==> src/rtl/ysyx_25040101_ifu_if.sv <==
// rtl/ysyx_25040101_ifu_if.sv - IFU bus bundle: AR/R fetch channel, IDU handoff, EXU next-PC, counters
interface ysyx_25040101_ifu_if;
   logic [31:0] araddr_o;
   logic        arvalid_o;
   logic        arready_i;
   logic [31:0] rdata_i;
   logic [1:0]  rresp_i;
   logic        rvalid_i;
   logic        rready_o;
   logic [31:0] inst_o;
   logic [31:0] pc_o;
   logic [1:0]  inst_err_o;
   logic        inst_valid_o;
   logic        inst_ready_i;
   logic [31:0] npc_i;
   logic        npc_valid_i;
   logic [31:0] fetch_cnt_o;
   logic [31:0] stall_cnt_o;

   // IFU side
   modport master (
      output araddr_o, arvalid_o, rready_o,
      output inst_o, pc_o, inst_err_o, inst_valid_o,
      output fetch_cnt_o, stall_cnt_o,
      input  arready_i, rdata_i, rresp_i, rvalid_i,
      input  inst_ready_i, npc_i, npc_valid_i
   );

   // memory / IDU / EXU side
   modport slave (
      input  araddr_o, arvalid_o, rready_o,
      input  inst_o, pc_o, inst_err_o, inst_valid_o,
      input  fetch_cnt_o, stall_cnt_o,
      output arready_i, rdata_i, rresp_i, rvalid_i,
      output inst_ready_i, npc_i, npc_valid_i
   );
endinterface

==> src/rtl/ysyx_25040101_ifu.sv <==
// rtl/ysyx_25040101_ifu.sv - multi-cycle RV32E instruction fetch unit owning the PC
module ysyx_25040101_ifu #(
   parameter logic [31:0] RESET_PC = 32'h8000_0000
) (
   input  logic                      clk,
   input  logic                      rst,
   ysyx_25040101_ifu_if.master       bus
);

   typedef enum logic [1:0] {
      S_REQ     = 2'd0,
      S_RESP    = 2'd1,
      S_DELIV   = 2'd2,
      S_WAIT_PC = 2'd3
   } state_t;

   state_t      state_q, state_d;
   logic [31:0] pc_q, pc_d;
   logic [31:0] inst_q, inst_d;
   logic [1:0]  err_q, err_d;
   logic [31:0] fetch_q, fetch_d;
   logic [31:0] stall_q, stall_d;
   logic        misaligned;

   // A PC that is not word aligned never reaches the bus; it is reported instead
   assign misaligned = (pc_q[1:0] != 2'b00);

   // State, PC, captured instruction and counters
   always_ff @(posedge clk) begin
      if (rst) begin
         state_q <= S_REQ;
         pc_q    <= RESET_PC;
         inst_q  <= 32'h0;
         err_q   <= 2'b00;
         fetch_q <= 32'h0;
         stall_q <= 32'h0;
      end else begin
         state_q <= state_d;
         pc_q    <= pc_d;
         inst_q  <= inst_d;
         err_q   <= err_d;
         fetch_q <= fetch_d;
         stall_q <= stall_d;
      end
   end

   // Next-state logic; inputs outside their own state are simply not looked at
   always_comb begin
      state_d = state_q;
      pc_d    = pc_q;
      inst_d  = inst_q;
      err_d   = err_q;
      fetch_d = fetch_q;
      stall_d = stall_q;
      case (state_q)
         S_REQ: begin
            stall_d = stall_q + 32'd1;
            if (misaligned) begin
               inst_d  = 32'h0;
               err_d   = 2'b10;
               state_d = S_DELIV;
            end else if (bus.arready_i) begin
               state_d = S_RESP;
            end
         end
         S_RESP: begin
            stall_d = stall_q + 32'd1;
            if (bus.rvalid_i) begin
               inst_d  = bus.rdata_i;
               err_d   = (bus.rresp_i != 2'b00) ? 2'b01 : 2'b00;
               state_d = S_DELIV;
            end
         end
         S_DELIV: begin
            if (bus.inst_ready_i) begin
               fetch_d = fetch_q + 32'd1;
               state_d = S_WAIT_PC;
            end
         end
         S_WAIT_PC: begin
            if (bus.npc_valid_i) begin
               pc_d    = bus.npc_i;
               state_d = S_REQ;
            end
         end
         default: state_d = S_REQ;
      endcase
   end

   // Handshake outputs come from the registered state only; reset masks them immediately
   assign bus.arvalid_o    = !rst && (state_q == S_REQ) && !misaligned;
   assign bus.rready_o     = !rst && (state_q == S_RESP);
   assign bus.inst_valid_o = !rst && (state_q == S_DELIV);

   assign bus.araddr_o    = pc_q;
   assign bus.pc_o        = pc_q;
   assign bus.inst_o      = inst_q;
   assign bus.inst_err_o  = err_q;
   assign bus.fetch_cnt_o = fetch_q;
   assign bus.stall_cnt_o = stall_q;

endmodule

==> src/flat_wrapper.sv <==
// flat-port wrapper written by rule: the top's interface ports become plain ports
module ysyx_25040101_ifu_flat 
#(
   parameter logic [31:0] RESET_PC = 32'h8000_0000
)
  (clk, rst, bus_araddr_o, bus_arvalid_o, bus_rready_o, bus_inst_o, bus_pc_o, bus_inst_err_o, bus_inst_valid_o, bus_fetch_cnt_o, bus_stall_cnt_o, bus_arready_i, bus_rdata_i, bus_rresp_i, bus_rvalid_i, bus_inst_ready_i, bus_npc_i, bus_npc_valid_i);
  ysyx_25040101_ifu_if bus_i ();
  input  logic clk;
  input  logic rst;
  output wire logic [$bits(bus_i.araddr_o)-1:0] bus_araddr_o;
  output wire logic [$bits(bus_i.arvalid_o)-1:0] bus_arvalid_o;
  output wire logic [$bits(bus_i.rready_o)-1:0] bus_rready_o;
  output wire logic [$bits(bus_i.inst_o)-1:0] bus_inst_o;
  output wire logic [$bits(bus_i.pc_o)-1:0] bus_pc_o;
  output wire logic [$bits(bus_i.inst_err_o)-1:0] bus_inst_err_o;
  output wire logic [$bits(bus_i.inst_valid_o)-1:0] bus_inst_valid_o;
  output wire logic [$bits(bus_i.fetch_cnt_o)-1:0] bus_fetch_cnt_o;
  output wire logic [$bits(bus_i.stall_cnt_o)-1:0] bus_stall_cnt_o;
  input wire logic [$bits(bus_i.arready_i)-1:0] bus_arready_i;
  input wire logic [$bits(bus_i.rdata_i)-1:0] bus_rdata_i;
  input wire logic [$bits(bus_i.rresp_i)-1:0] bus_rresp_i;
  input wire logic [$bits(bus_i.rvalid_i)-1:0] bus_rvalid_i;
  input wire logic [$bits(bus_i.inst_ready_i)-1:0] bus_inst_ready_i;
  input wire logic [$bits(bus_i.npc_i)-1:0] bus_npc_i;
  input wire logic [$bits(bus_i.npc_valid_i)-1:0] bus_npc_valid_i;
  assign bus_araddr_o = bus_i.araddr_o;
  assign bus_arvalid_o = bus_i.arvalid_o;
  assign bus_rready_o = bus_i.rready_o;
  assign bus_inst_o = bus_i.inst_o;
  assign bus_pc_o = bus_i.pc_o;
  assign bus_inst_err_o = bus_i.inst_err_o;
  assign bus_inst_valid_o = bus_i.inst_valid_o;
  assign bus_fetch_cnt_o = bus_i.fetch_cnt_o;
  assign bus_stall_cnt_o = bus_i.stall_cnt_o;
  assign bus_i.arready_i = bus_arready_i;
  assign bus_i.rdata_i = bus_rdata_i;
  assign bus_i.rresp_i = bus_rresp_i;
  assign bus_i.rvalid_i = bus_rvalid_i;
  assign bus_i.inst_ready_i = bus_inst_ready_i;
  assign bus_i.npc_i = bus_npc_i;
  assign bus_i.npc_valid_i = bus_npc_valid_i;
  ysyx_25040101_ifu #(.RESET_PC(RESET_PC)) u_core (.clk(clk), .rst(rst), .bus(bus_i));
endmodule
==> config.mk <==
export PLATFORM = sky130hd
export DESIGN_NAME = ysyx_25040101_ifu_flat
export DESIGN_NICKNAME = d
export VERILOG_FILES = /design/src/rtl/ysyx_25040101_ifu_if.sv /design/src/rtl/ysyx_25040101_ifu.sv /design/src/flat_wrapper.sv
export SDC_FILE = /design/constraint.sdc
export NUM_CORES = 1
export LEC_CHECK = 0
export ABC_AREA = 1
export BUFFER_PORTS_ARGS = -buffer_cell sky130_fd_sc_hd__buf_2
export CORE_UTILIZATION = 53
export DETAILED_ROUTE_END_ITERATION = 6
export GPL_TIMING_DRIVEN = 0
export PLACE_DENSITY_LB_ADDON = 0.12
export SLEW_MARGIN = 20
export SYNTH_ARGS = -nofsm -noshare
export SYNTH_HDL_FRONTEND = slang
export SYNTH_SLANG_ARGS = --single-unit
export TNS_END_PERCENT = 30
==> constraint.sdc <==
create_clock -name clk -period 3.6 [get_ports clk]
set_clock_uncertainty 0.2 [all_clocks]
set_input_delay 0.72 -clock clk [delete_from_list [all_inputs] [get_ports clk]]
set_output_delay 0.72 -clock clk [all_outputs]
set_load 0.01 [all_outputs]
==> impl_metrics.toml <==
[status]
status = "completed"

[setup_path]
cp_cell_sequence = "buf_2, buf_1, nor2_1, buf_2"
r2r_cells = 11
criticalPathCategory = "in2out"
r2r_slack_ns = 1.52
critPathLaunch = "rst"
crit_top_cell = "buf_2"
required_ns = 2.68
regToRegStartpoint = "u_core.state_q[0]$_SDFFE_PP0P_"
worst_ep_arrival_time_ns = 1.75
worstSetupStartpointType = "input pin"
crit_slowest_cell = "buf_1"
rr_endpoint = "u_core.bus.fetch_cnt_o[28]$_SDFFE_PP0P_"
endpoint = "bus_arvalid_o"
endpoint_kind = "output pin"
cpPeakStageDelay_ns = 0.54
path_max_fanout = 10

[layout]
fillers = 976
finalNonFillerCells = 1249
syn_to_final_growth_pct = 31.9
drive_above_1_share = 0.317
diodes = 0
layout_common_cells = "239 x buf_2, 192 x nor2_1, 133 x nand2_1, 132 x dfxtp_1, 66 x inv_1"
nets = 1175
mostFrequentLayoutCell = "buf_2"

[synth]
synth_top_area_frac = 0.431
synth_area_per_cell_um2 = 7.28
yosysTopAreaCell = "dfxtp_1"
ys.flop_type = "dfxtp_1"
ys_ff_latch = 132
async_flop_share = 0
synth-edff-count = 0
syn_inst = 842
syn-num-nets = 921
yosysWarnings = 0
yosysSeqAreaShare = 0.431
syn_area_um2 = 6130
synth_cell_types = 38
ys_top_cells_by_area = "dfxtp_1 43%, nor2_1 12%, nand2_1 8.1%"

[cts]
clk_pin_slew_worst_paths_ns = 0.05
cts_resized = 0
cts_buffers = 17
root_buffer = "clkbuf_16"
htreeDepth = 4
cts.path.max_buffers = 2
clock_sinks = 132
cts_hold_buffers = 0
post-cts-setup-buffers = 0
cts_tree = "done"
insertion_delay_ns = 0.42

[placement]
io_buffers = 235
globalplace.congestion = 0.896
hpwl_um = 12000
dp_cells = 1217

[timing]
max_slew_margin = 0.534
worstMarginPinSlew_ns = 0.699
maxSlewViolCount = 0
fin_crit_sh = 0.741
maxClockFrequency_mhz = 375
setup_violations = 0
hold_violations = 0
fin_tns_setup_ns = 0
period_minus_slack_ns = 2.67
grt_setup_unrepaired = "false"

[hold_path]
hp-class = "reg2reg"

[detailed_routing]
vias = 6273
wl_per_cell_um = 12.9
first_pass_iters = 5
via_per_inst = 5.02
dr.first_iter.drc_count = 367
wl_um = 16200
drtAntennaViolNets = 0
drc = 0

[die]
fp.dieW_um = 110
dieArea_um2 = 12000
core_um2 = 11000
start_util = 0.556
rows = 38
num_io_pins = 237
die_y_um = 110

[pwr]
power_mw = 4.19
p_leak_nw = 3.89
p_sw_frac = 0.274
combPwrFrac = 0.182
seqPwrFrac = 0.393
ir_worst_vdd_uv = 390
switching_power_mw = 1.15
internal_power_mw = 3.04
p_clk_frac = 0.425
p_per_area_nw_per_um2 = 518

[global_routing]
grt_pass1_wl_um = 25600
antenna_found_initial = 0
grt_pass1_vias = 5487
grt_use_total = 0.276
grt_max_degree = 17
overflow = 0

[flow_run]
drv_cap = 0
## cells by family after synthesis
group,count (synthesis),synth area share
compound gates,123,0.116
xor+xnor,10,0.0143
fa+ha+maj,7,0.0143
buf+inv,140,0.112
flops,132,0.431
simple gates,430,0.312
## through the flow
step	cell area [um^2]	hold slack, ns	setup WS [ns]	utilization
finish	8090	0.265	0.933	0.733
global route	8090	0.281	0.867	0.733
CTS	8090	0.264	0.919	0.733
detailed placement	7480	0.249	0.923	0.678
global placement	7480	0.247	0.907	0.678
floorplan	6130	0.278	1.41	-
## critical path, delay by kind of cell
family / cells / cell delay (ns)
buf+inv: 3 / 0.91
simple gates: 1 / 0.11
## power by group through the flow
stage | logic [mW] | clock network (mW) | registers, mW
global route | 0.848 | 1.86 | 1.66
CTS | 0.769 | 1.79 | 1.65
finish | 0.764 | 1.78 | 1.65
floorplan | 0.443 | 0 | 1.72
global placement | 0.757 | 0 | 1.67
detailed placement | 0.764 | 0 | 1.67
## cell usage after synthesis, types with 12 or more instances
cell        n
nor2_1    192
o21ai_0    49
nand4_1    12
nor3_1     19
a22oi_1    31
a21oi_1    30
dfxtp_1   132
buf_4      35
nand2_1   133
inv_1      66
nand3_1    36
clkbuf_1   14
## metal layers
| metal | wire length, um | vias to the layer above | track usage |
|---|---|---|---|
| li1 | - | 3204 | - |
| met1 | 6920 | 2813 | 0.337 |
| met2 | 7690 | 231 | 0.468 |
| met3 | 1260 | 25 | 0.0664 |
| met4 | 283 | 0 | 0.113 |
| met5 | 0 | - | 0 |
## flip-flops by register name (all words and copies together), names as in the netlist
register and flops:
u_core.bus.araddr_o 32, u_core.bus.fetch_cnt_o 32, u_core.bus.inst_o 32, u_core.bus.stall_cnt_o 32
u_core.bus.inst_err_o 2, u_core.state_q 2
## worst min-delay path by stage
stage	startpoint	endpoint	slack (ns)	cells past startpoint
2_1_floorplan	u_core.bus.inst_err_o[1]$_SDFFE_PP0P_	u_core.bus.inst_err_o[1]$_SDFFE_PP0P_	0.28	2
3_3_place_gp	u_core.bus.inst_err_o[1]$_SDFFE_PP0P_	u_core.bus.inst_err_o[1]$_SDFFE_PP0P_	0.25	2
3_5_place_dp	u_core.bus.inst_err_o[1]$_SDFFE_PP0P_	u_core.bus.inst_err_o[1]$_SDFFE_PP0P_	0.25	2
4_1_cts	u_core.bus.inst_err_o[1]$_SDFFE_PP0P_	u_core.bus.inst_err_o[1]$_SDFFE_PP0P_	0.26	2
5_1_grt	u_core.bus.inst_err_o[1]$_SDFFE_PP0P_	u_core.bus.inst_err_o[1]$_SDFFE_PP0P_	0.28	2
6_report	u_core.bus.inst_err_o[1]$_SDFFE_PP0P_	u_core.bus.inst_err_o[1]$_SDFFE_PP0P_	0.26	2
## final cells by class
type / count / area (um^2) / share of cell area
plain buffers: 60 / 387 / 0.0478
clock buffers: 20 / 447 / 0.0552
clock inverters: 12 / 160 / 0.0198
inverters: 80 / 300 / 0.0371
multi-input cells: 570 / 2800 / 0.346
flip-flops and latches: 132 / 2640 / 0.327
well taps: 140 / 175 / 0.0217
repair buffers: 235 / 1180 / 0.145
Note: power is estimated with default switching activity, not from simulation.
